[config.mk]
export PLATFORM = sky130hd
export DESIGN_NAME = result_display_driver
export DESIGN_NICKNAME = d
export VERILOG_FILES = /design/src/rtl/result_display_driver.sv
export SDC_FILE = /design/constraint.sdc
export NUM_CORES = 1
export LEC_CHECK = 0
export ABC_AREA = 1
export CAP_MARGIN = 10
export CORE_MARGIN = 2
export CORE_UTILIZATION = 60
export CTS_CLUSTER_SIZE = 25
export DETAILED_ROUTE_END_ITERATION = 16
export MAX_ROUTING_LAYER = met4
export PLACE_DENSITY_LB_ADDON = 0.15
export REMOVE_ABC_BUFFERS = 1
export SETUP_SLACK_MARGIN = 0.15
export SYNTH_ARGS = -nofsm -noshare
export SYNTH_HDL_FRONTEND = slang
export SYNTH_SLANG_ARGS = --single-unit
[constraint.sdc]
create_clock -name clk -period 4.77 [get_ports clk]
set_input_delay 0.954 -clock clk [delete_from_list [all_inputs] [get_ports clk]]
set_output_delay 0.954 -clock clk [all_outputs]
set_load 0.01 [all_outputs]
[src/rtl/result_display_driver.sv]
// Signed-product display driver: sequential double-dabble BCD conversion feeding a
// 4-digit multiplexed 7-segment scan with a sign LED.
module result_display_driver #(
  parameter int REFRESH_DIV = 27000,
  parameter int MAG_W       = 14
) (
  input  logic             clk,
  input  logic             rst,
  input  logic [MAG_W-1:0] prod_i,
  input  logic             signo_i,
  input  logic             valid_i,
  output logic             ready_o,
  output logic [3:0]       anodo_o,
  output logic [6:0]       seg_o,
  output logic             signo_o
);
  localparam int CW = (REFRESH_DIV > 2) ? $clog2(REFRESH_DIV) : 1;
  localparam int BW = (MAG_W > 2) ? $clog2(MAG_W) : 1;

  localparam logic [6:0] SEG_BLANK = 7'b1111111;
  localparam logic [6:0] SEG_DASH  = 7'b0111111;

  typedef enum logic [1:0] {IDLE, CONV, LOAD} state_t;

  function automatic logic [6:0] seg_of(input logic [3:0] d);
    case (d)
      4'd0:    seg_of = 7'b1000000;
      4'd1:    seg_of = 7'b1111001;
      4'd2:    seg_of = 7'b0100100;
      4'd3:    seg_of = 7'b0110000;
      4'd4:    seg_of = 7'b0011001;
      4'd5:    seg_of = 7'b0010010;
      4'd6:    seg_of = 7'b0000010;
      4'd7:    seg_of = 7'b1111000;
      4'd8:    seg_of = 7'b0000000;
      4'd9:    seg_of = 7'b0010000;
      default: seg_of = SEG_BLANK;
    endcase
  endfunction

  state_t           state, state_nxt;
  logic [MAG_W-1:0] sh;
  logic [15:0]      bcd, bcd_adj;
  logic             ovf, sgn;
  logic [BW-1:0]    bit_cnt;
  logic [3:0][6:0]  dig;
  logic [CW-1:0]    cnt;
  logic [1:0]       idx, idx_nxt;
  logic             wrap;

  assign ready_o = (state == IDLE);

  always_ff @(posedge clk or posedge rst) begin
    if (rst) state <= IDLE;
    else     state <= state_nxt;
  end

  always_comb begin
    state_nxt = state;
    case (state)
      IDLE:    if (valid_i) state_nxt = CONV;
      CONV:    if (bit_cnt == '0) state_nxt = LOAD;
      LOAD:    state_nxt = IDLE;
      default: state_nxt = IDLE;
    endcase
  end

  // add-3 correction on every digit before the shift
  always_comb begin
    bcd_adj = bcd;
    for (int i = 0; i < 4; i++)
      if (bcd[i*4 +: 4] >= 4'd5) bcd_adj[i*4 +: 4] = bcd[i*4 +: 4] + 4'd3;
  end

  always_ff @(posedge clk or posedge rst) begin
    if (rst) begin
      sh      <= '0;
      bcd     <= '0;
      ovf     <= 1'b0;
      sgn     <= 1'b0;
      bit_cnt <= '0;
      dig     <= {4{SEG_BLANK}};
      signo_o <= 1'b0;
    end else begin
      case (state)
        IDLE: if (valid_i) begin
          sh      <= prod_i;
          sgn     <= signo_i;
          bcd     <= '0;
          ovf     <= 1'b0;
          bit_cnt <= BW'(MAG_W-1);
        end
        CONV: begin
          // bit leaving digit3 means the value no longer fits in four digits
          bcd     <= {bcd_adj[14:0], sh[MAG_W-1]};
          ovf     <= ovf | bcd_adj[15];
          sh      <= sh << 1;
          bit_cnt <= bit_cnt - 1'b1;
        end
        LOAD: begin
          if (ovf) begin
            dig     <= {4{SEG_DASH}};
            signo_o <= 1'b0;
          end else begin
            dig[0]  <= seg_of(bcd[3:0]);
            dig[1]  <= (bcd[15:4] == '0) ? SEG_BLANK : seg_of(bcd[7:4]);
            dig[2]  <= (bcd[15:8] == '0) ? SEG_BLANK : seg_of(bcd[11:8]);
            dig[3]  <= (bcd[15:12] == '0) ? SEG_BLANK : seg_of(bcd[15:12]);
            signo_o <= sgn & (bcd != '0);
          end
        end
        default: ;
      endcase
    end
  end

  assign wrap    = (cnt == CW'(REFRESH_DIV-1));
  assign idx_nxt = wrap ? idx + 2'd1 : idx;

  // scan runs freely, independent of the conversion FSM
  always_ff @(posedge clk or posedge rst) begin
    if (rst) begin
      cnt     <= '0;
      idx     <= '0;
      anodo_o <= 4'b1110;
      seg_o   <= SEG_BLANK;
    end else begin
      cnt     <= wrap ? '0 : cnt + 1'b1;
      idx     <= idx_nxt;
      anodo_o <= ~(4'b0001 << idx_nxt);
      seg_o   <= dig[idx_nxt];
    end
  end
endmodule

# Word-level counts from Yosys, hierarchy flattened

Memories as Yosys holds them, arrays and structs flattened.
Cells that the tools add are included.

Add/subtract/negate cells: 7
$lt $le $gt $ge: 5
Equality and inequality tests: 5
Shift operators: 1
Muxes and demuxes: 24
Bitwise operators: 3
Reductions and logical operators: 10

Operators with widths:

| cell                                                                   | number |
|---|---|
| 16-bit one-hot mux with 2 select lines                                 | 1 |
| 28-bit 2-to-1 mux                                                      | 1 |
| 7-bit 2-to-1 mux                                                       | 4 |
| 14-bit one-hot mux with 2 select lines                                 | 1 |
| 4-bit 2-to-1 mux                                                       | 5 |
| 4-bit by 2-bit adder with 4-bit output (second input constant)         | 4 |
| 4-bit by 3-bit >= comparator with 1-bit output (second input constant) | 4 |
| 16-bit 2-to-1 mux                                                      | 1 |
| 16-bit nonzero test                                                    | 1 |
| 15-bit by 1-bit adder with 15-bit output (second input constant)       | 1 |
| 15-bit equality test (second input constant)                           | 1 |
| 15-bit 2-to-1 mux                                                      | 1 |
| 7-bit binary-select mux with 2-bit select                              | 1 |
| 14-bit 2-to-1 mux                                                      | 1 |
| 12-bit logical NOT                                                     | 1 |
| 4-bit logical NOT                                                      | 2 |
| 8-bit logical NOT                                                      | 1 |
| 4-bit one-hot mux with 2 select lines                                  | 1 |
| 2-bit 2-to-1 mux                                                       | 3 |
| 2-bit AND reduction                                                    | 3 |
| 2-bit inequality test (second input constant)                          | 2 |
| 4-bit NOT                                                              | 1 |
| 2-bit one-hot mux with 2 select lines                                  | 1 |
| 1-bit by 2-bit << shifter with 4-bit output (first input constant)     | 1 |
| other kinds (11)                                                       | 12 |

Bits in registers: 95
Bits in read-only memories: 448
Input port bits: 18
Output and inout bits: 13
Logic and storage cells: 74
Memories: 4

Memories:

| name            | words | bits a word | rd ports | clocked after Yosys merged registers in | wr ports | line | source |
|---|---|---|---|---|---|---|---|
| (no name shown) | 16    | 7           | 1        | 0                                       | 0        | 26   | `case (d)` |
| (no name shown) | 16    | 7           | 1        | 0                                       | 0        | 26   |  |
| (no name shown) | 16    | 7           | 1        | 0                                       | 0        | 26   |  |
| (no name shown) | 16    | 7           | 1        | 0                                       | 0        | 26   |  |

# Longest topological paths before layout

Depth after elaboration: 4
Gate-level depth with buffers: 12
Depth with buffers taken out: 11

# Least setup slack after synthesis

Ideal clock, no wire load.

Kind: in2reg
Start point: input valid_i
End point: register sh[11]
Setup time: 0.124 ns
Data arrival time: 1.560 ns
Data required time: 4.646 ns
Setup slack: 3.086 ns
Cell stages on the path: 5
Cell sequence: nand2_1 clkinv_1 buf_2 nand2_1 nand3_1

Cells in the longest elaborated chain, start to end: 2

Ends and longest elaborated chain:

| item                                   | line | source |
|---|---|---|
| from (decl)                            | 11   | `input logic valid_i,` |
| 2-bit inequality test (no source line) | -    |  |
| 2-bit AND reduction (no source line)   | -    |  |
| to (signal assigned)                   | 87   | `sh <= prod_i;` |
| to (signal assigned)                   | 97   | `sh <= sh << 1;` |
| to (decl)                              | 42   | `logic [MAG_W-1:0] sh;` |

Every way passes these cells.
A chain may end at the register's enable or synchronous reset.

# Worst setup path after layout

Start point: register state[0]
End point: output ready_o

Cells in the longest elaborated chain, start to end: 1

Ends and longest elaborated chain:

| item                   | line | source |
|---|---|---|
| from (decl)            | 41   | `state_t state, state_nxt;` |
| from (signal assigned) | 55   | `else state <= state_nxt;` |
| 2-bit logical NOT      | 51   | `assign ready_o = (state == IDLE);` |
| to (decl)              | 12   | `output logic ready_o,` |

Every way passes these cells.

==> reports/metrics.csv <==
stage;metric;value;unit
placed_design;finalWeightedCongestion;0.936;
sta;rsz0062_at_grt;no;
logic_synthesis;ys_ff_latch;95;
die;start_util;0.623;
hold_path;hold_path_class;reg -> reg;
pwr;swShare;0.406;
clocking;clock_path_buffers;2;
global_routing;grt_start_max_net_pins;66;
finish;multiInputGateArea;2350;sq um
die;rows;33;
drt;drc;0;
setup_path;crit_path_start_kind;flip-flop;
finish;final_common_cell;nand2_1;
logic_synthesis;synth-edff-count;0;
drt;viasPerCell;5.51;
setup_path;end_kind;output pin;
die;die_h;96.6;um
pwr;combPwrFrac;0.401;
setup_path;cp.required;3820;ps
setup_path;worstPathMaxFanout;3;
sta;fin_skew;10.8;ps
logic_synthesis;ys.flop_type;dfrtp_1;
logic_synthesis;syn-instance-count;627;
setup_path;r2r_setup_slack;2510;ps
pwr;leakagePower;2.72;nW
pwr;pwr-share-clk;0.181;
sta;min_period;2450;ps
sta;final-hold-violation-count;0;
global_routing;antenna_found_initial;0;
die;core_area;8260;sq um
sta;fin_crit_sh;0.513;
pwr;cell_internal_pwr;1.78;mW
job;maxCapViolCount;0;
clocking;cts_max_level;3;
die;die_width;96.6;um
global_routing;grt_overflow;0;
finish;area_growth;11.0;%
pwr;switchingPower;1.22;mW
global_routing;grt_pass1_vias;3825;
setup_path;critical_path_arrival;1490;ps
pwr;vdd_drop_max;0.394;mV
placed_design;dp_hpwl;7900;um
clocking;post_cts_resized;0;
finish;regArea;2420;sq um
logic_synthesis;yosysSeqAreaShare;0.472;
clocking;cts_sinks;95;
drt;wirelength;10700;um
clocking;clk_pin_slew;90;ps
logic_synthesis;synth-async-reset-ratio;1.00;
clocking;cts_tree;built;
drt;drtAntennaViolNets;0;
logic_synthesis;avgSynthCellArea;8.20;sq um
hold_path;whs_path_depth;1;
sta;layout_setup_ws;2320;ps
sta;clock.fmax;0.409;GHz
placed_design;place_ws;2160;ps
finish;antennaDiodeCount;0;
clocking;root_buffer;clkbuf_8;
die;num_io_pins;31;
logic_synthesis;syn_area;5140;sq um
sta;worst_slew_pin_slew;774;ps
finish;fillCellCount;712;
clocking;insertion_delay;360;ps
clocking;cts_buffers;9;
finish;most-common-layout-cells;nand2_1, nor2_1, inv_1;
pwr;power_density;525;nW/um^2
pwr;seq_power_share;0.418;
sta;timing.hold.ws;439;ps
global_routing;grtUsageTotal;0.260;
setup_path;worst-setup-path-type;reg -> out;
sta;setup_viol;0;
logic_synthesis;yosysUniqueCellTypes;38;
die;die_area;9320;sq um
sta;relSlewSlack;0.481;
drt;drtPass1Iterations;5;
drt;vias;4224;
clocking;post_cts_buffers;0;
status;status;finished clean;
finish;layout.nets;696;
setup_path;ff2ff_path_depth;4;
drt;wire_per_inst;14.0;um
sta;fin_setup_tns;0;ps
sta;drv_slew;0;
placed_design;io_buffers;30;
logic_synthesis;ys_warn_count;0;
global_routing;grt_pass1_wl;18100;um
clocking;cts_hold_buf;0;
drt;dr.first_iter.drc_count;241;
finish;drive_above_1_share;0.135;
per-layer routing:
| layer | track usage | wire (um) | vias up |
|---|---|---|---|
| met5 | - | 0 | - |
| li1 | - | - | 2115 |
| met1 | 0.342 | 5010 | 1990 |
| met3 | 0.0551 | 436 | 17 |
| met2 | 0.406 | 5110 | 102 |
| met4 | 0.0798 | 192 | 0 |
state kept, by name, summed over array words and instances (netlist names):
register	count
signo_o	1
idx	2
ovf	1
cnt	15
sgn	1
bit_cnt	4
seg_o	7
sh	14
bcd	16
state	2
dig	28
anodo_o	4
worst max-delay path, cell delays in order, from the launching register on:
cell and delay, ps:
dfrtp_1 430, nor2_1 160, clkdlybuf4s50_1 550
Yosys cell counts, types with 2 or more instances:
library cell	number	share of area
nand4_1	4	0.0049
inv_2	3	0.0022
nor2_4	2	0.0044
clkinv_1	4	0.0029
nor2_2	5	0.0061
nor4_1	3	0.0037
nand3_1	45	0.044
inv_1	64	0.047
buf_2	5	0.0049
a211oi_1	3	0.0044
xor2_1	9	0.015
nand2_4	2	0.0044
a21oi_1	32	0.031
ha_1	22	0.054
nor2_1	65	0.047
o22ai_1	13	0.016
a31oi_1	4	0.0049
dfrtp_1	57	0.28
dfstp_2	38	0.19
clkbuf_1	5	0.0037
o211ai_1	10	0.015
nand3_2	11	0.021
o21ai_0	42	0.041
nand2_2	8	0.0097
nor3_1	7	0.0068
nand2_1	152	0.11
worst paths after layout:
kind / startpoint / endpoint
min in group asynchronous: rst / cnt[11]$_DFF_PP0_
setup / recovery: state[0]$_DFFE_PP0P_ / ready_o
hold / removal: idx[1]$_DFF_PP0_ / anodo_o[3]$_DFF_PP1_
max in group asynchronous: rst / dig[24]$_DFFE_PP1N_
setup reg to reg: state[0]$_DFFE_PP0P_ / bit_cnt[2]$_DFFE_PP0P_
hold reg to reg: idx[1]$_DFF_PP0_ / anodo_o[3]$_DFF_PP1_
final cells by class:
class,count,share of cell area
well taps,105,0.0230
clock inverters,3,0.00723
clock buffers,13,0.0278
multi-input cells,446,0.412
flip-flops and latches,95,0.425
repair buffers,32,0.0574
inverters,72,0.0480
power by group through the flow:
stage,clock (mW),sequential [mW],combinational (mW)
after floorplan,0,1.22,0.892
after global placement,0,1.25,1.14
after detailed placement,0,1.26,1.19
after CTS,0.552,1.25,1.20
after global routing,0.588,1.28,1.38
final,0.542,1.25,1.20
stage by stage:
step / std cells / cell area (sq um) / util / total power [mW]
finish: 766 / 5710 / 0.691 / 3.00
global route: 766 / 5710 / 0.691 / 3.25
CTS: 765 / 5690 / 0.689 / 3.00
detailed placement: 749 / 5490 / 0.665 / 2.45
global placement: 749 / 5490 / 0.665 / 2.40
floorplan: 613 / 5050 / - / 2.11
kinds of logic after synthesis:
| family | after synthesis | share of synthesized area |
|---|---|---|
| buf+inv | 86 | 0.0713 |
| simple gates | 306 | 0.267 |
| compound gates | 108 | 0.119 |
| fa+ha+maj | 22 | 0.0535 |
| xor+xnor | 10 | 0.0170 |
| flops | 95 | 0.472 |
Note: power is estimated with default switching activity, not from simulation.
==> RTL edit 1: new RTL, config.mk and constraints unchanged <==
Encoding of `state_t`: now one-hot (3 bits for 3 states).
--- a/src/rtl/result_display_driver.sv
+++ b/src/rtl/result_display_driver.sv
@@ -20,7 +20,7 @@
   localparam logic [6:0] SEG_BLANK = 7'b1111111;
   localparam logic [6:0] SEG_DASH  = 7'b0111111;
 
-  typedef enum logic [1:0] {IDLE, CONV, LOAD} state_t;
+  typedef enum logic [2:0] {IDLE = 3'b001, CONV = 3'b010, LOAD = 3'b100} state_t;
 
   function automatic logic [6:0] seg_of(input logic [3:0] d);
     case (d)
Function: same outputs for any inputs over 10 cycles, from zero or initial values and one cycle with rst high; not proved beyond that.
==> RTL edit 1 against the original RTL <==
Utilization shrank 0.33 points; area after synthesis down 0.24%; register-to-register slack worse by 230 ps; synthesized cell count is 1.1% higher; maximum frequency shrank 11%; sequential cell count rose by 1; worst setup slack worse by 300 ps; wire length decreased by 1.7%; highest routed layer unchanged; design area shrank 0.48%.
Power is not compared: it rests on default switching activity, and its combinational part moved more than twofold at a synthesized area within 25%.
==> RTL edit 1: results (changes against the original RTL) <==
Status
  – Status: finished clean

Worst setup path
  – Reg2reg setup slack: 2280 ps (-230 ps)
  – R2r startpoint: state[0]
  – Slowest CP cell: nand2_1
  – CP arrival: 2990 ps (+1500 ps)
  – Max incr delay on CP: 820 ps (+270 ps)
  – CP startpoint: valid_i
  – Critical path's top delay family: simple AND/OR/NAND/NOR gates
  – Critical Path Sink Type: flop
  – Worst Path Max Fanout: 32 (+29)
  – Worst reg2reg endpoint: bit_cnt[3]
  – Worst Reg-to-Reg Cells: 7 (+3)

Route
  – Violation count after the first detailed-route iteration: 198 (-18%)
  – Post-DR vias/cell: 5.50 (-0.30%)
  – Wire length per cell: 13.7 µm (-2.4%)

Timing
  – Slew headroom: 0.324 (-0.157)
  – Fmax: 364 MHz (-11%)
  – Setup Skew: 14.1 ps (+3.34 ps)

Global routing
  – GRT Overall Usage: 0.259 (-0.000661)
  – Pin count of the biggest net entering global routing: 57 (-14%)
  – Vias in the first global route: 4174 (+9.1%)
  – First-pass GRT wire length: 18400 µm (+1.8%)

Placement
  – Setup Slack @ Placement: 1650 ps (-505 ps)
  – GPL Wtd Cong: 0.904 (-3.4%)
  – Post-DP HPWL: 7510 µm (-4.9%)
  – Area post-placement: 5490 µm² (about the same)

Synth
  – Seq/Total Area, Yosys: 0.478 (+0.00627)
  – Average size of a mapped cell: 8.09 µm² (-1.3%)
  – Synth top cells by count: nand2_1 (113), nor2_1 (89), inv_1 (66)
  – Synth area leaders: dfrtp_1 (28%), dfstp_2 (20%), nand2_1 (8.3%), nor2_1 (6.5%), ha_1 (5.4%)

Final layout
  – Share of cells above drive strength 1: 0.125 (-0.0100)
  – Final net count: 701 (+0.72%)
  – Layout Cells excl Fill: 771 (+0.65%)
## RTL edit 1: changes by cell type after synthesis, sizes merged, moves of 4 or more
cell   delta
a21oi     +5
nand2    -40
nor2     +23
nor3     +22
o22ai     -4
## RTL edit 1: kinds of logic (layout without fill, tap and decap cells)
kind of cell,count (synthesis),after routing,share of synthesized area
fa+ha+maj,22,22,0.0537
xor+xnor,8,8,0.0137
flops,96,96,0.478
compound gates,109,109,0.119
simple gates,311,311,0.267
buf+inv,88,120,0.0690
## RTL edit 1: how the worst min path moves through the flow
stage                 from         end  slack, ps
global route        idx[1]  anodo_o[3]        480
detailed placement  idx[1]  anodo_o[3]        440
floorplan           idx[1]  anodo_o[3]        420
global placement    idx[1]  anodo_o[3]        430
CTS                 idx[1]  anodo_o[3]        450
finish              idx[1]  anodo_o[3]        450
## RTL edit 1: final cells by class
type | instances | area [µm²]
Inverter | 72 | 272
Tap cell | 105 | 131
Timing Repair Buffer | 32 | 315
Clock buffer | 10 | 149
Sequential cell | 96 | 2450
Fill cell | 741 | 2580
Multi-Input combinational cell | 450 | 2320
Clock inverter | 6 | 38.8
## RTL edit 1: report_power, final
group          total (mW)  switching, mW  internal [mW]
combinational       0.475          0.308          0.167
clock               0.509          0.287          0.222
sequential          0.985         0.0686          0.917
total                1.97          0.664           1.31
## RTL edit 1: worst register-to-register path: cells and delay by family (launching register included)
kind	cells	cell delay [ps]
simple gates	4	1460
flops	1	540
compound gates	2	300
buf+inv	1	70
## RTL edit 1: per-layer routing
layer,GRT usage,up-vias,part of all wire
met5,-,-,0
met4,0.0739,0,0.013
met3,0.0512,15,0.037
li1,-,2148,-
met2,0.415,93,0.47
met1,0.339,1983,0.48
==> RTL edit 2: new RTL, config.mk and constraints unchanged <==
Without the edit above. Set the parameter `MAG_W` to 7 (it was 14).
--- a/src/rtl/result_display_driver.sv
+++ b/src/rtl/result_display_driver.sv
@@ -2,7 +2,7 @@
 // 4-digit multiplexed 7-segment scan with a sign LED.
 module result_display_driver #(
   parameter int REFRESH_DIV = 27000,
-  parameter int MAG_W       = 14
+  parameter int MAG_W       = 7
 ) (
   input  logic             clk,
   input  logic             rst,
Ports: changed (resized prod_i); port bits go from 31 to 24. No check against the original RTL was run, so the function may have changed too.
==> RTL edit 2 against the original RTL <==
Worst setup slack got worse by 5.8 ps; design area decreased by 7.1%; non-clock buffer count decreased by 7; via count decreased by 6.6%; clock power decreased by 4%; final cell count decreased by 8.0%; sequential cell count decreased by 8; sequential share of layout area decreased by 0.55 points; total power increased by 2.3%; area after synthesis decreased by 6.7%; wire length decreased by 8.4%.
==> RTL edit 2: results (changes against the original RTL) <==
Final layout
  – Final net count: 633 (-9.1%)
  – Layout Cells excl Fill: 705 (-8.0%)
  – # diodes: 0 (unchanged)
  – Share of cells above drive strength 1: 0.166 (+0.0312)

Worst setup path
  – Worst Reg-to-Reg Cells: 10 (+6)
  – Reg2reg setup slack: 2930 ps (+420 ps)
  – Max incr delay on CP: 570 ps (+20 ps)
  – R2r startpoint: cnt[0]

Global routing
  – GRT Overall Usage: 0.257 (-0.00226)
  – Vias in the first global route: 3892 (+1.8%)
  – Pin count of the biggest net entering global routing: 52 (-21%)
  – Initial antenna violation count: 0 (unchanged)
  – First-pass GRT wire length: 17300 µm (-4.4%)

Synth
  – Post-synthesis adder-cell area fraction: 0.0626 (+0.00909)
  – Average size of a mapped cell: 8.35 µm² (+1.9%)
  – Synth area leaders: dfrtp_1 (26%), dfstp_2 (21%), nand2_1 (8.6%), ha_1 (6.3%), o21ai_0 (5.5%)
  – Seq/Total Area, Yosys: 0.464 (-0.00766)
  – Cell variety after synth: 43 (+13%)
  – Xor/xnor share of the synthesized area: 0.0146 (-0.00242)
  – Synth Area in Compound Gates: 0.139 (+0.0193)
  – Synth top cells by count: nand2_1 (110), inv_1 (63), nor2_1 (59)
  – Post-synthesis mux area share: 0.00235 (+0.00235)

Timing
  – Slew headroom: 0.438 (-0.0427)

Route
  – Violation count after the first detailed-route iteration: 191 (-21%)
  – Post-DR vias/cell: 5.59 (+1.5%)
  – Routed WL: 9850 µm (-8.4%)

Placement
  – Cell count after placement: 689 (-8.0%)
  – GPL Wtd Cong: 0.895 (-4.4%)
  – PortBufs: 23 (-23%)

CTS
  – Deepest clock path buffer count: 2 (unchanged)

Status
  – Status: finished clean

Power
  – Maximum vdd drop: 0.000354 V (-10%)
  – Switching Share: 0.408 (+0.00167)
[RTL edit 2: cell count changes after synthesis, moves of 3 or more]
cell | before | now
a31oi_1 | 4 | 1
nand3_1 | 45 | 33
a21oi_1 | 32 | 39
xor2_1 | 9 | 6
o21ai_0 | 42 | 53
clkinv_1 | 4 | 1
o211ai_1 | 10 | 4
nor2_1 | 65 | 59
nand2_1 | 152 | 110
dfrtp_1 | 57 | 49
or2_2 | 0 | 4
[RTL edit 2: per-stage QoR]
step	hold WS (ps)	area, µm²	utilization	total power [mW]	worst slack, ps
global route	458	5310	0.687	3.34	2210
CTS	443	5310	0.687	3.07	2300
floorplan	416	4720	-	2.16	1630
global placement	432	5090	0.659	2.49	2290
finish	441	5310	0.687	3.06	2320
detailed placement	433	5090	0.659	2.53	2260
[RTL edit 2: worst max-delay path by stage]
stage,depth (start not counted),end,slack [ps]
after CTS,2,ready_o,2300
after floorplan,1,anodo_o[0],1630
after global placement,5,bit_cnt[2],2290
after global routing,2,ready_o,2210
after detailed placement,5,sh[2],2260
final,2,ready_o,2320
[RTL edit 2: layout make-up]
| class | count | area, µm² |
|---|---|---|
| Timing Repair Buffer | 25 | 245 |
| Clock buffer | 13 | 190 |
| Inverter | 71 | 272 |
| Tap cell | 102 | 128 |
| Sequential cell | 87 | 2220 |
| Multi-Input combinational cell | 404 | 2220 |
| Clock inverter | 3 | 22.5 |
| Fill cell | 649 | 2420 |
[RTL edit 2: power groups by stage]
stage	Sequential [mW]	Combinational, mW	Clock (mW)
6_report	1.28	1.26	0.523
3_3_place_gp	1.27	1.21	0
5_1_grt	1.31	1.46	0.567
2_1_floorplan	1.23	0.925	0
4_1_cts	1.27	1.26	0.537
3_5_place_dp	1.28	1.25	0
[RTL edit 2: critical path: cells and delay by family, from the launching register on]
kind	cells	cell delay, ps
flops	1	410
buf+inv	1	570
simple gates	1	180
[RTL edit 2: per-layer routing]
metal  wire length (µm)  GRT usage  vias up
met2               4680      0.414       95
li1                   -          -     1939
met1               4500      0.319     1883
met5                  0          -        -
met3                362     0.0379       27
met4                304      0.130        0
[RTL edit 2: kinds of logic after synthesis]
logic type               after synthesis
XOR/XNOR                               8
flip-flops                            87
AO/OA/AOI/OAI                        120
multiplexers                           1
adder cells (fa/ha/maj)               24
buffers and inverters                 83
AND/OR/NAND/NOR                      251
